$ cat config.mk
export PLATFORM = sky130hd
export DESIGN_NAME = truth_table_sweeper
export DESIGN_NICKNAME = d
export VERILOG_FILES = /design/src/rtl/truth_table_sweeper.sv
export SDC_FILE = /design/constraint.sdc
export NUM_CORES = 1
export LEC_CHECK = 0
export ABC_AREA = 1
export BUFFER_PORTS_ARGS = -buffer_cell sky130_fd_sc_hd__buf_2
export CORE_MARGIN = 5
export CORE_UTILIZATION = 55
export CTS_BUF_LIST = sky130_fd_sc_hd__clkbuf_4 sky130_fd_sc_hd__clkbuf_8
export DETAILED_ROUTE_END_ITERATION = 10
export PLACE_DENSITY = 0.78
export SLEW_MARGIN = 20
export SYNTH_ARGS = -nofsm -noshare
export SYNTH_HDL_FRONTEND = slang
export SYNTH_SLANG_ARGS = --single-unit
$ cat constraint.sdc
create_clock -name clk -period 5 [get_ports clk]
set_clock_uncertainty 0.15 [all_clocks]
set_input_delay 0.25 -clock clk [delete_from_list [all_inputs] [get_ports clk]]
set_output_delay 0.25 -clock clk [all_outputs]
set_load 0.02 [all_outputs]
$ cat src/rtl/truth_table_sweeper.sv
// truth_table_sweeper: steps an N_IN-input circuit through every input vector, samples its
// output after a settle interval, and compares the measured truth table to an expected one.
module truth_table_sweeper #(
  parameter int N_IN   = 3,
  parameter int SETTLE = 2
) (
  input  logic                   clk,
  input  logic                   rst_n,
  input  logic                   start,
  input  logic                   abort,
  input  logic [(1<<N_IN)-1:0]   expected,
  output logic [N_IN-1:0]        dut_in,
  input  logic                   dut_out,
  output logic                   busy,
  output logic                   done,
  output logic                   aborted,
  output logic [(1<<N_IN)-1:0]   truth_table,
  output logic                   match,
  output logic [N_IN-1:0]        mismatch_idx
);
  localparam int TW = 1 << N_IN;
  localparam int CW = $clog2(SETTLE + 1);

  if (SETTLE < 1 || N_IN < 1 || N_IN > 6) begin : g_bad_param
    $error("truth_table_sweeper: illegal N_IN or SETTLE");
  end

  typedef enum logic [1:0] {S_IDLE, S_SETTLE, S_SAMPLE, S_FINISH} state_t;

  state_t          state_q;
  logic [N_IN-1:0] idx_q, dut_in_q, mis_q, mis_d;
  logic [CW-1:0]   cnt_q;
  logic [TW-1:0]   exp_q, tt_q, tt_d, diff_d;
  logic            busy_q, done_q, aborted_q, match_q;

  // tt_d is the table as it will look once the current vector's sample is stored
  always_comb begin
    tt_d = tt_q;
    tt_d[idx_q] = dut_out;
    diff_d = tt_d ^ exp_q;
    mis_d = '0;
    for (int i = TW - 1; i >= 0; i--)
      if (diff_d[i]) mis_d = N_IN'(i);
  end

  always_ff @(posedge clk or negedge rst_n) begin
    if (!rst_n) begin
      state_q   <= S_IDLE;
      idx_q     <= '0;
      cnt_q     <= '0;
      exp_q     <= '0;
      tt_q      <= '0;
      dut_in_q  <= '0;
      mis_q     <= '0;
      busy_q    <= 1'b0;
      done_q    <= 1'b0;
      aborted_q <= 1'b0;
      match_q   <= 1'b0;
    end else begin
      done_q <= 1'b0;
      case (state_q)
        S_IDLE: if (start) begin
          exp_q     <= expected;
          tt_q      <= '0;
          match_q   <= 1'b0;
          mis_q     <= '0;
          aborted_q <= 1'b0;
          idx_q     <= '0;
          cnt_q     <= '0;
          dut_in_q  <= '0;
          busy_q    <= 1'b1;
          state_q   <= S_SETTLE;
        end
        S_SETTLE: if (abort) begin
          state_q   <= S_FINISH;
          busy_q    <= 1'b0;
          done_q    <= 1'b1;
          dut_in_q  <= '0;
          aborted_q <= 1'b1;
          match_q   <= 1'b0;
          mis_q     <= idx_q;
        end else begin
          cnt_q <= cnt_q + 1'b1;
          if (cnt_q == CW'(SETTLE - 1)) state_q <= S_SAMPLE;
        end
        S_SAMPLE: begin
          tt_q <= tt_d;
          if (abort || idx_q == {N_IN{1'b1}}) begin
            state_q   <= S_FINISH;
            busy_q    <= 1'b0;
            done_q    <= 1'b1;
            dut_in_q  <= '0;
            aborted_q <= abort;
            match_q   <= !abort && diff_d == '0;
            mis_q     <= abort ? idx_q : mis_d;
          end else begin
            idx_q    <= idx_q + 1'b1;
            dut_in_q <= idx_q + 1'b1;
            cnt_q    <= '0;
            state_q  <= S_SETTLE;
          end
        end
        default: state_q <= S_IDLE;
      endcase
    end
  end

  assign dut_in       = dut_in_q;
  assign busy         = busy_q;
  assign done         = done_q;
  assign aborted      = aborted_q;
  assign truth_table  = tt_q;
  assign match        = match_q;
  assign mismatch_idx = mis_q;
endmodule

### Word-level counts from Yosys, hierarchy flattened

Cells that the tools add are included.

| word-level totals | value |
|---|---|
| bits in registers | 33 |
| output and inout port bits | 18 |
| word-level logic and storage cells | 86 |

| cells by class | value |
|---|---|
| $add $sub $neg | 2 |
| $lt $le $gt $ge | 2 |
| eq/ne operators | 10 |
| mux-type cells | 45 |
| bitwise operators | 1 |
| reductions and logical operators | 15 |

Operators by type and width:

| kind | number |
|---|---|
| $mux 3 | 15 |
| $pmux 3 s3 | 2 |
| $pmux 8 s2 | 1 |
| $mux 2 | 7 |
| $pmux 2 s3 | 2 |
| $mux 1 | 10 |
| $ne 2x2->1 const B | 5 |
| $pmux 1 s3 | 3 |
| $bwmux 8 | 1 |
| $logic_not 8->1 | 1 |
| $mux 8 | 1 |
| $reduce_and 4->1 | 2 |
| $xor 8x8->8 | 1 |
| $pmux 3 s2 | 1 |
| $reduce_and 2->1 | 3 |
| $reduce_and 3->1 | 2 |
| $eq 2x1->1 const B | 2 |
| $lt 3x4->1 const B | 1 |
| $add 3x1->3 const B | 1 |
| $demux 1 s3 | 1 |
| $eq 3x3->1 const B | 1 |
| $ge 3x1->1 const B | 1 |
| $ne 3x3->1 const B | 1 |
| $reduce_bool 3->1 | 1 |
| other kinds (8) | 9 |

### Depth between registers and ports, before layout

Gate-level depths: netlist of the first run.

| logic depth | value |
|---|---|
| depth in word-level cells | 17 |
| mapped depth | 14 |
| mapped depth without buffers | 13 |

### Worst setup path after synthesis of the first run

Ideal clock, no wire load.

| timing path | value |
|---|---|
| path kind | reg2reg |
| from | reg state_q[0] |
| to | reg mis_q[2], in the netlist mismatch_idx[2] |
| arrival time | 1,607 ps |
| data required time | 4,785 ps |
| setup slack | 3,178 ps |
| stages on the path, launching flop included | 14 |
| buffers on the path | 0 |
| period minus slack after synthesis | 1,822 ps |
| path through | dfrtp_1 inv_1 ha_1 inv_2 nor2_1 inv_2 nand2_2 nor2_4 nand2_4 nor2_4 nand2_2 nor3b_2 nand3_1 nand2_1 |

| between the ends | value |
|---|---|
| cells in the longest elaborated chain, start to end | 3 |
| elaborated cells on any way between the ends | 9 |
| classes of those cells | eq/ne (5); mux (1); reduce/logical (3) |

RTL lines:

| item | RTL line | text |
|---|---|---|
| start, declared | 30 | `state_t state_q;` |
| start signal, assigned | 48 | `state_q <= S_IDLE;` |
| start signal, assigned | 72 | `state_q <= S_SETTLE;` |
| start signal, assigned | 75 | `state_q <= S_FINISH;` |
| $eq 2x2->1 (tied with other cells) | 61 | `case (state_q)` |
| $ne 2x2->1 (no line) or $reduce_bool 3->1 (tied branches) | -- |  |
| $reduce_and 4->1 (no line) | -- |  |
| end signal, assigned | 81 | `mis_q <= idx_q;` |
| end signal, assigned | 95 | `mis_q <= abort ? idx_q : mis_d;` |
| end, declared | 31 | `logic [N_IN-1:0] idx_q, dut_in_q, mis_q, mis_d;` |

Several ways; a longest one is shown, not always the timed one.
A chain may end at the register's enable or synchronous reset.

### Final worst setup path of the first run

| timing path | value |
|---|---|
| from | reg state_q[0] |
| to | reg idx_q[2] |

| between the ends | value |
|---|---|
| cells in the longest elaborated chain, start to end | 3 |
| elaborated cells on any way between the ends | 7 |
| classes of those cells | eq/ne (3); mux (1); reduce/logical (3) |

RTL lines:

| item | RTL line | text |
|---|---|---|
| $eq 2x2->1 or $logic_not 2->1 (tied branches) | 61 |  |
| $ne 2x2->1 (no line) or $reduce_bool 2->1 (tied branches) | -- |  |
| $reduce_and 3->1 (no line) | -- |  |
| end signal, assigned | 97 | `idx_q <= idx_q + 1'b1;` |
| end, declared | 31 |  |

Several ways; a longest one is shown, not always the timed one.

==> run_results.csv, run 1 <==
group,metric,value,unit
routing,drc_errors,0,
cells_and_area,final_common_cell,"nand2_1",
die,die_w,68.4,um
yosys,syn_area,1880,um2
sta,min_period,2.14,ns
power,p_switching,0.556,mW
worst_setup_path,endpoint_kind,"flop",
sta,fmax,468,MHz
cells_and_area,fin_area,2250,um2
power,switching_share,43.2,%
yosys,synth_seq_cells,33,
routing,vias,1593,
yosys,yosysSeqAreaShare,44.0,%
power,power_frac_seq,32.6,%
die,fp-row-count,21,
cells_and_area,drive_above_1_share,24.0,%
die,die_h,68.4,um
clock_network,htree_levels,2,
clock_network,cts_tree,"built",
power,intPower,0.732,mW
routing,drt_pre_antenna_iters,4,
worst_setup_path,cp.arrival,2.21,ns
global_route,grt_max_degree,34,
die,core,3310,um2
sta,setup_violations,0,
worst_setup_path,crit_type,"reg2reg",
yosys,synthCells,224,
job,cap_violations,0,
sta,hold_viol_final,0,
power,p_per_area,573,nW/um2
cells_and_area,layout_common_cells,"nand2_1, dfrtp_1, buf_2",
clock_network,cts_made_buffers,5,
power,p_comb_share,48.1,%
clock_network,cts_root_buffer,"clkbuf_4",
sta,worst_slack,2.86,ns
placement,placed_area,2060,um2
power,vdd.ir_drop.worst,0.000465,V
placement,gp_congestion,0.910,
die,ios,31,
clock_network,path_clk_slew,0.10,ns
die,initial_core_util,56.7,%
routing,routedWlPerCell,12.7,um
worst_setup_path,cp-start-kind,"flop",
yosys,syn_avg_cell_area,8.38,um2
cells_and_area,nets,287,
global_route,overflow,0,
placement,place_ws,2.84,ns
routing,antenna_left,0,
global_route,grt_usage,20.2,%
yosys,syn-num-nets,245,
yosys,synth_cell_types,32,
routing,drt-total-wl,3980,um
global_route,grt_pass1_vias,1538,
sta,rsz0062_at_grt,"false",
cells_and_area,antenna_cells_inserted,0,
yosys,ys_warn_count,0,
clock_network,clock_path_buffers,2,
run_status,status,"finished, final reports clean",
cells_and_area,area.growth.synth_to_final,19.9,%
global_route,grt_pass1_wl,6970,um
sta,hold_ws,0.211,ns
power,leakage,1.15,nW
global_route,antenna_found_initial,0,
sta,tightest_slew,0.730,ns
routing,vias_per_cell,5.09,
power,p_clk_share,19.4,%
placement,numPortBuffers,30,
sta,fin_setup_tns,0,ns
clock_network,worstSkewPairLatency,0.35,ns
cells_and_area,final-instance-count-excl-fill,313,
hold_path,min_path_type,"in2reg",
die,die_area,4680,um2
sta,min_period_over_period,42.7,%
placement,place_hpwl,2930,um
worst_setup_path,crit_fanout,12,
routing,detailedRoute.firstIterationViolations,138,
sta,drv_slew,0,
worst_setup_path,rrSetupSlack,2.86,ns
worst_setup_path,required,5.08,ns
clock_network,clkSinkCount,33,
sta,slew_headroom,51.3,%
placement,dp_cells,296,
==> metrics by stage <==
| stage | power [mW] | utilization [%] |
|---|---|---|
| global placement | 1.02 | 62.1 |
| detailed placement | 1.04 | 62.1 |
| CTS | 1.30 | 68.0 |
| finish | 1.29 | 68.0 |
| floorplan | 0.896 | - |
| global route | 1.40 | 68.0 |
==> area by class of cell <==
| class | count | area, um2 |
|---|---|---|
| multi-input combinational | 154 | 892 |
| timing repair buffer | 39 | 240 |
| sequential | 33 | 826 |
| inverter | 33 | 131 |
| fill | 288 | 1060 |
| clock inverter | 3 | 65.1 |
| clock buffer | 5 | 37.5 |
| tap | 46 | 57.6 |
==> timing repair <==
item | in CTS | in global routing
gates resized for setup | 0 | 0
hold buffers | 9 | 0
endpoints found under the hold margin | 41 | 0
setup buffers | 0 | 0
==> sequential cells by signal (all words and copies together) (netlist names) <==
signal        flops
mismatch_idx      3
truth_table       8
idx_q             3
match             1
busy              1
exp_q             8
state_q           2
done              1
aborted           1
dut_in            3
cnt_q             2
==> power by group through the flow <==
stage	Combinational (mW)	Sequential (mW)	Clock, mW
finish	0.619	0.419	0.250
detailed placement	0.613	0.426	0
floorplan	0.446	0.450	0
global route	0.699	0.433	0.269
global placement	0.601	0.422	0
CTS	0.621	0.420	0.255
==> worst max-delay path, stage by stage (launching register included) <==
cell	delay, ns
dfrtp_1	0.45
inv_1	0.12
ha_1	0.24
nand2_1	0.33
o21ai_2	0.31
inv_1	0.15
nor2_1	0.18
o22ai_1	0.09
==> path summary, 6_finish.rpt <==
kind                       startpoint             end  depth (start not counted)
setup reg to reg           state_q[0]        idx_q[2]                          7
hold / removal                  abort            done                          5
setup / recovery           state_q[0]        idx_q[2]                          7
max in group asynchronous       rst_n  truth_table[3]                          2
min in group asynchronous       rst_n           match                          2
hold reg to reg              cnt_q[0]        cnt_q[0]                          1
==> Yosys cell counts <==
cell | instances | area share (%)
a21oi_1 | 4 | 1.1
a31oi_1 | 1 | 0.33
and2_2 | 1 | 0.40
buf_2 | 1 | 0.27
buf_4 | 1 | 0.40
buf_6 | 1 | 0.60
clkbuf_1 | 1 | 0.20
dfrtp_1 | 33 | 44
ha_1 | 8 | 5.3
inv_1 | 28 | 5.6
inv_2 | 4 | 0.80
inv_8 | 1 | 0.60
mux2_2 | 5 | 3.0
mux2i_1 | 1 | 0.53
nand2_1 | 54 | 11
nand2_2 | 3 | 1.0
nand2_4 | 1 | 0.60
nand3_1 | 15 | 4.0
nand3_2 | 2 | 1.1
nand4_1 | 6 | 2.0
nor2_1 | 17 | 3.4
nor2_4 | 2 | 1.2
nor3_1 | 1 | 0.27
nor3b_2 | 1 | 0.67
o211ai_1 | 1 | 0.40
o21ai_0 | 8 | 2.1
o21ai_1 | 1 | 0.27
o21ai_2 | 5 | 2.3
o22ai_1 | 12 | 4.0
xnor2_1 | 1 | 0.47
xor2_1 | 3 | 1.4
xor2_2 | 1 | 0.87
==> metal layers <==
layer  global-route usage, %  wire, um  vias to the layer above  part of all wire, %
met1                    26.5      1830                      738                   46
li1                        -         -                      815                    -
met5                       0         0                        -                    0
met3                    5.91       182                        6                  4.6
met2                    31.0      1900                       34                   48
met4                    8.19        68                        0                  1.7
==> kinds of logic (layout without fill, tap and decap cells) <==
family	Yosys count	in the layout	synth area share, %
xor+xnor	5	5	2.73
mux	6	6	3.53
flops	33	33	44.0
compound gates	32	32	10.5
fa+ha+maj	8	8	5.33
simple gates	103	103	25.4
buf+inv	37	80	8.47
Note: power is estimated with default switching activity, not from simulation.
==> run 2: changes to the inputs <==
ABC_AREA = 0   (was 1)
clock period = 2.1 ns   (was 5 ns; I/O delays follow)
==> run 2 against run 1 <==
Net effect: the flow now finishes with violations (setup timing); synthesized area shrank 1.1%; design area grew 4.2%; utilization grew 2.8 points; clock power grew 46%; power grew 110%; global-route usage shrank 0.13 points; sequential power grew 140%; die area shrank 0.90%; worst hold slack lost 0.092 ns; sequential share of layout area shrank 1.2 points; register-to-register slack lost 2.9 ns; largest power group unchanged.
==> run_results.csv, run 2 <==
group,metric,value,unit
run_status,status,"complete, but fails checks",
run_status,violations,"setup timing",
worst_setup_path,r2r_start,"idx_q[0]",
cells_and_area,antenna_cells_inserted,0,
sta,min_period,2.10,ns
power,p_clk_share,13.3,%
die,die_h,68.1,um
worst_setup_path,cp-start-kind,"flop",
yosys,yosysTopAreaCell,"dfrtp_1",
sta,min_period_over_period,100,%
worst_setup_path,crit_slowest_cell,"dfrtp_2",
cells_and_area,area.growth.synth_to_final,26.2,%
clock_network,clock_path_buffers,2,
clock_network,cts_root_buffer,"clkbuf_4",
yosys,synth_area_leaders,"dfrtp_1, ha_1, mux2_2",
routing,drc_errors,0,
yosys,synth_cell_types,38,
die,ios,31,
placement,numPortBuffers,30,
job,cap_violations,0,
cells_and_area,fillers,259,
yosys,synth_edf_count,0,
yosys,yosys-top-cells-count,"dfrtp_1, nand2_1, o21ai_0",
yosys,syn_avg_cell_area,10.1,um2
sta,drv_slew,0,
power,p_switching,1.16,mW
worst_setup_path,endpoint_kind,"flop",
hold_path,min_path_type,"in2reg",
clock_network,worstSkewPairLatency,0.35,ns
yosys,syn-num-nets,205,
yosys,post-synth-top-count-cell,"dfrtp_1",
placement,gp_congestion,0.865,
sta,setup_violations,1,
clock_network,cts_tree,"built",
clock_network,path_clk_slew,0.11,ns
yosys,synth_top_area_share,44.5,%
yosys,synthArstFlopShare,100,%
worst_setup_path,crit_fanout,8,
power,p_per_area,1180,nW/um2
power,p_comb_share,50.8,%
die,core,3310,um2
sta,hold_viol_final,0,
power,vdd.ir_drop.worst,0.000953,V
yosys,synthCells,184,
routing,detailedRoute.firstIterationViolations,104,
yosys,synth-main-ff-cell,"dfrtp_1",
worst_setup_path,crit_chain,"buf_4 > or3b_4 > mux2i_1 > xnor2_1 > nor2_1 > o31a_1 > o311ai_1",
worst_setup_path,rrSetupSlack,-0.004,ns
yosys,ys_warn_count,0,
power,leakage,1.14,nW
yosys,synth_seq_cells,33,
sta,slew_headroom,51.3,%
placement,place_hpwl,3060,um
sta,tightest_slew,0.730,ns
routing,drt-total-wl,4400,um
routing,drt_pre_antenna_iters,5,
routing,antenna_left,0,
hold_path,min_path_cells,3,
global_route,grt_usage,20.0,%
clock_network,htree_levels,2,
die,initial_core_util,56.1,%
worst_setup_path,cp.arrival,2.21,ns
worst_setup_path,crit_type,"reg2reg",
hold_path,holdCritStartpoint,"dut_out",
worst_setup_path,cp-startpoint,"idx_q[0]",
global_route,grt_max_degree,34,
power,intPower,1.60,mW
routing,routedWlPerCell,15.4,um
worst_setup_path,required,2.20,ns
cells_and_area,nets,260,
worst_setup_path,r2r_cells,7,
power,finalPower,2.76,mW
yosys,yosysSeqAreaShare,44.5,%
die,fp-row-count,21,
yosys,syn_area,1860,um2
cells_and_area,final_util,70.8,%
global_route,overflow,0,
sta,worst_slack,-0.00445,ns
sta,fmax,475,MHz
worst_setup_path,slowest_delay,0.47,ns
cells_and_area,drive_above_1_share,32.1,%
sta,rsz0062_at_grt,"true",
global_route,antenna_found_initial,0,
die,die_area,4640,um2
power,power_frac_seq,36.0,%
global_route,grt_pass1_wl,6860,um
cells_and_area,final_common_cell,"buf_2",
routing,vias,1598,
power,switching_share,42.1,%
cells_and_area,layout_common_cells,"buf_2, dfrtp_1, nand2_1",
clock_network,cts_made_buffers,5,
routing,vias_per_cell,5.59,
global_route,grt_pass1_vias,1503,
die,die_w,68.1,um
clock_network,clkSinkCount,33,
[run 2: cell types whose count changed in the layout (fill, tap and decap cells not counted), moves of 7 or more]
cell and change:
nand3_1 -12, nor2_1 -7, a22o_1 +10, o22ai_1 -12, inv_1 -23, buf_4 +15
nand2_1 -34
[run 2: cell type report]
cell class                      count  area, um2  area share, %
Clock inverter                      2       10.0          0.427
Sequential cell                    33        832           35.5
Tap cell                           46       57.6           2.46
Inverter                            5       18.8          0.801
Clock buffer                        6       45.0           1.92
Timing Repair Buffer               57        384           16.4
Multi-Input combinational cell    137        996           42.5
[run 2: final timing paths]
| check | end |
|---|---|
| min reg2reg | dut_in[0] |
| max in group asynchronous | state_q[1] |
| min in group asynchronous | dut_in[0] |
| max | mismatch_idx[1] |
| max reg2reg | mismatch_idx[1] |
| min | truth_table[0] |
[run 2: kinds of logic (layout without fill, tap and decap cells)]
group	after synthesis	after routing	synth area share, %
AOI/OAI and AO/OA	49	49	18.4
xor gates and xnor gates	10	10	4.72
adders and majority gates	8	8	5.39
buffers and inverters	14	70	3.10
DFF	33	33	44.5
muxes	16	16	9.30
and+or+nand+nor	54	54	14.6
[run 2: through the flow]
| stage | hold slack (ns) | TNS [ns] | area [um2] | instances | setup slack (ns) |
|---|---|---|---|---|---|
| after floorplan | -0.341 | 0 | 1860 | 184 | 0.0115 |
| after global placement | 0.0396 | 0 | 2120 | 263 | 0.0626 |
| after detailed placement | 0.0642 | -0.0550 | 2120 | 263 | -0.0550 |
| after CTS | 0.100 | 0 | 2280 | 282 | 0.00594 |
| after global routing | 0.135 | -0.169 | 2340 | 286 | -0.0596 |
| final | 0.120 | -0.00445 | 2340 | 286 | -0.00445 |
[run 2: metal layers]
metal / wire length, um / vias to the layer above / GRT usage, % / part of all wire (%)
li1: - / 768 / - / -
met5: 0 / - / 0 / 0
met4: 59 / 0 / 7.44 / 1.3
met3: 226 / 6 / 5.42 / 5.1
met1: 1990 / 770 / 26.5 / 45
met2: 2130 / 54 / 31.3 / 48
[run 2: power groups by stage]
stage / Clock (mW) / Combinational, mW / Sequential (mW)
after floorplan: 0 / 0.870 / 1.02
after global placement: 0 / 1.24 / 0.978
after detailed placement: 0 / 1.31 / 0.994
after CTS: 0.369 / 1.33 / 0.983
after global routing: 0.400 / 1.54 / 1.02
final: 0.366 / 1.40 / 0.992
[run 2: timing repair]
item | CTS | global route
endpoints found under the hold margin | 43 | 0
hold buffers | 11 | 0
gates resized for setup | 1 | 12
endpoints found under the setup margin | 2 | 6
pin swaps | 3 | 2
setup buffers | 0 | 4
[run 2: critical path, delay by kind of cell (launching register included)]
family	cells	cell delay (ns)
AND/OR/NAND/NOR	2	0.48
flip-flops	1	0.47
AO/OA/AOI/OAI	2	0.36
multiplexers	1	0.21
XOR/XNOR	1	0.17
buffers and inverters	1	0.16
==> run 3: changes to the inputs <==
HOLD_SLACK_MARGIN = 0.03   (was unset)
RECOVER_POWER = 25   (was unset)
==> run 3 against run 2 <==
Net effect: the flow still finishes with violations (setup timing); design area unchanged; die area unchanged; clock power about the same; final cell count unchanged; sequential power about the same; count of clock-buffer cells in the layout unchanged; utilization unchanged; setup slack unchanged; wire length unchanged; via count unchanged; worst hold slack unchanged; critical endpoint unchanged.
==> run_results.csv, run 3 (synthesized netlist as in run 2, its figures left out) <==
group,metric,value,unit
cells_and_area,area.growth.synth_to_final,26.2,%
worst_setup_path,r2r_cells,7,
die,ios,31,
worst_setup_path,path_buf_inv,1,
routing,detailedRoute.firstIterationViolations,104,
worst_setup_path,cp-start-kind,"flop",
hold_path,min_path_type,"in2reg",
global_route,grt_usage,20.0,%
worst_setup_path,required,2.20,ns
clock_network,cts_tree,"built",
placement,numPortBuffers,30,
routing,drc_errors,0,
run_status,violations,"setup timing",
global_route,top_usage_layer,"met2",
clock_network,cts_made_buffers,5,
worst_setup_path,r2r_start,"idx_q[0]",
die,die_area,4640,um2
worst_setup_path,crit_chain,"buf_4 > or3b_4 > mux2i_1 > xnor2_1 > nor2_1 > o31a_1 > o311ai_1",
global_route,grt_max_degree,34,
worst_setup_path,crit_fanout,8,
clock_network,htree_levels,2,
sta,min_period_over_period,100,%
global_route,overflow,0,
global_route,grt_pass1_vias,1503,
power,switching_share,42.1,%
worst_setup_path,rrSetupSlack,-0.004,ns
power,finalPower,2.76,mW
cells_and_area,final-instance-count-excl-fill,286,
power,p_switching,1.16,mW
clock_network,clock_path_buffers,2,
worst_setup_path,slowest_delay,0.47,ns
cells_and_area,layout_common_cells,"buf_2, dfrtp_1, nand2_1",
sta,drv_slew,0,
job,cap_violations,0,
worst_setup_path,cp.arrival,2.21,ns
sta,setup_violations,1,
sta,hold_ws,0.120,ns
sta,hold_viol_final,0,
sta,slew_headroom,45.8,%
sta,fin_setup_tns,-0.00445,ns
worst_setup_path,cp_top_family,"simple AND/OR/NAND/NOR gates",
die,fp-row-count,21,
hold_path,min_path_cells,3,
placement,gp_congestion,0.865,
power,p_clk_share,13.3,%
sta,tightest_slew,0.812,ns
hold_path,worstHoldEndpoint,"truth_table[0]",
die,die_h,68.1,um
global_route,grt_use_met1,26.5,%
global_route,grt_use_met3,5.42,%
power,vdd.ir_drop.worst,0.000953,V
worst_setup_path,crit_type,"reg2reg",
routing,antenna_left,0,
routing,drt_pre_antenna_iters,5,
hold_path,holdCritStartpoint,"dut_out",
global_route,grt_pass1_wl,6860,um
sta,rsz0062_at_grt,"true",
die,core,3310,um2
global_route,antenna_found_initial,0,
cells_and_area,fillers,259,
cells_and_area,antenna_cells_inserted,0,
clock_network,worstSkewPairLatency,0.35,ns
cells_and_area,final_common_cell,"buf_2",
worst_setup_path,crit_slowest_cell,"dfrtp_2",
die,die_w,68.1,um
placement,place_hpwl,3060,um
global_route,use_met2,31.3,%
power,p_per_area,1180,nW/um2
routing,vias,1598,
run_status,status,"complete, but fails checks",
routing,routedWlPerCell,15.4,um
clock_network,path_clk_slew,0.11,ns
power,p_comb_share,50.8,%
sta,fmax,475,MHz
clock_network,clkSinkCount,33,
routing,vias_per_cell,5.59,
placement,dp_cells,263,
routing,drt-total-wl,4400,um
sta,worst_slack,-0.00445,ns
power,leakage,1.14,nW
clock_network,cts_root_buffer,"clkbuf_4",
cells_and_area,nets,260,
sta,min_period,2.10,ns
power,intPower,1.60,mW
die,initial_core_util,56.1,%
power,power_frac_seq,36.0,%
cells_and_area,final_util,70.8,%
worst_setup_path,endpoint_kind,"flop",
worst_setup_path,rr_endpoint,"mismatch_idx[1]",
cells_and_area,drive_above_1_share,32.1,%
-- run 3: cell count changes in the layout (fill, tap and decap cells not counted) --
cell      previous run  this run
buf_2               30        29
clkbuf_2             0         1
-- run 3: how the worst max path moves through the flow --
stage / slack, ns / depth (start not counted) / from / to
after floorplan: 0.01 / 8 / state_q[0] / aborted
after detailed placement: -0.05 / 6 / idx_q[0] / match
after global routing: -0.06 / 7 / idx_q[2] / mismatch_idx[2]
after global placement: 0.06 / 7 / idx_q[1] / mismatch_idx[2]
final: -0.004 / 7 / idx_q[0] / mismatch_idx[1]
after CTS: 0.006 / 7 / idx_q[1] / match
-- run 3: worst min-delay path, delay by kind of cell --
family	cells	cell delay (ns)
AOI/OAI and AO/OA	2	0.29
buffers and inverters	1	0.19
-- run 3: stage by stage --
stage	worst slack (ns)	instance area, um2
2_1_floorplan	0.0115	1860
3_3_place_gp	0.0626	2120
3_5_place_dp	-0.0550	2120
4_1_cts	0.00594	2280
5_1_grt	-0.0596	2340
6_report	-0.00445	2340
-- run 3: power by group through the flow --
stage               clock network, mW  logic [mW]  registers, mW
detailed placement                  0        1.31          0.994
global route                    0.400        1.54           1.02
floorplan                           0       0.870           1.02
finish                          0.366        1.40          0.992
global placement                    0        1.24          0.978
CTS                             0.369        1.33          0.983
-- run 3: repair_timing --
| action | 4_1_cts | 5_1_grt |
|---|---|---|
| resized for setup | 1 | 12 |
| hold buffers | 11 | 0 |
| buffers inserted | 0 | 4 |
| endpoints found under the hold margin | 43 | 0 |
| setup endpoints to repair | 2 | 6 |
| pin swaps | 3 | 2 |
-- run 3: metal layers --
metal  up-vias  routed length (um)
met5         -                   0
met4         0                  59
met3         6                 226
met2        54                2130
met1       770                1980
li1        768                   -
-- run 3: cell type report --
class	count	area [um2]	share of cell area, %
Multi-Input combinational cell	137	996	42.5
Clock buffer	6	45.0	1.92
Tap cell	46	57.6	2.46
Inverter	5	18.8	0.801
Sequential cell	33	832	35.5
Timing Repair Buffer	57	384	16.4
Clock inverter	2	10.0	0.427
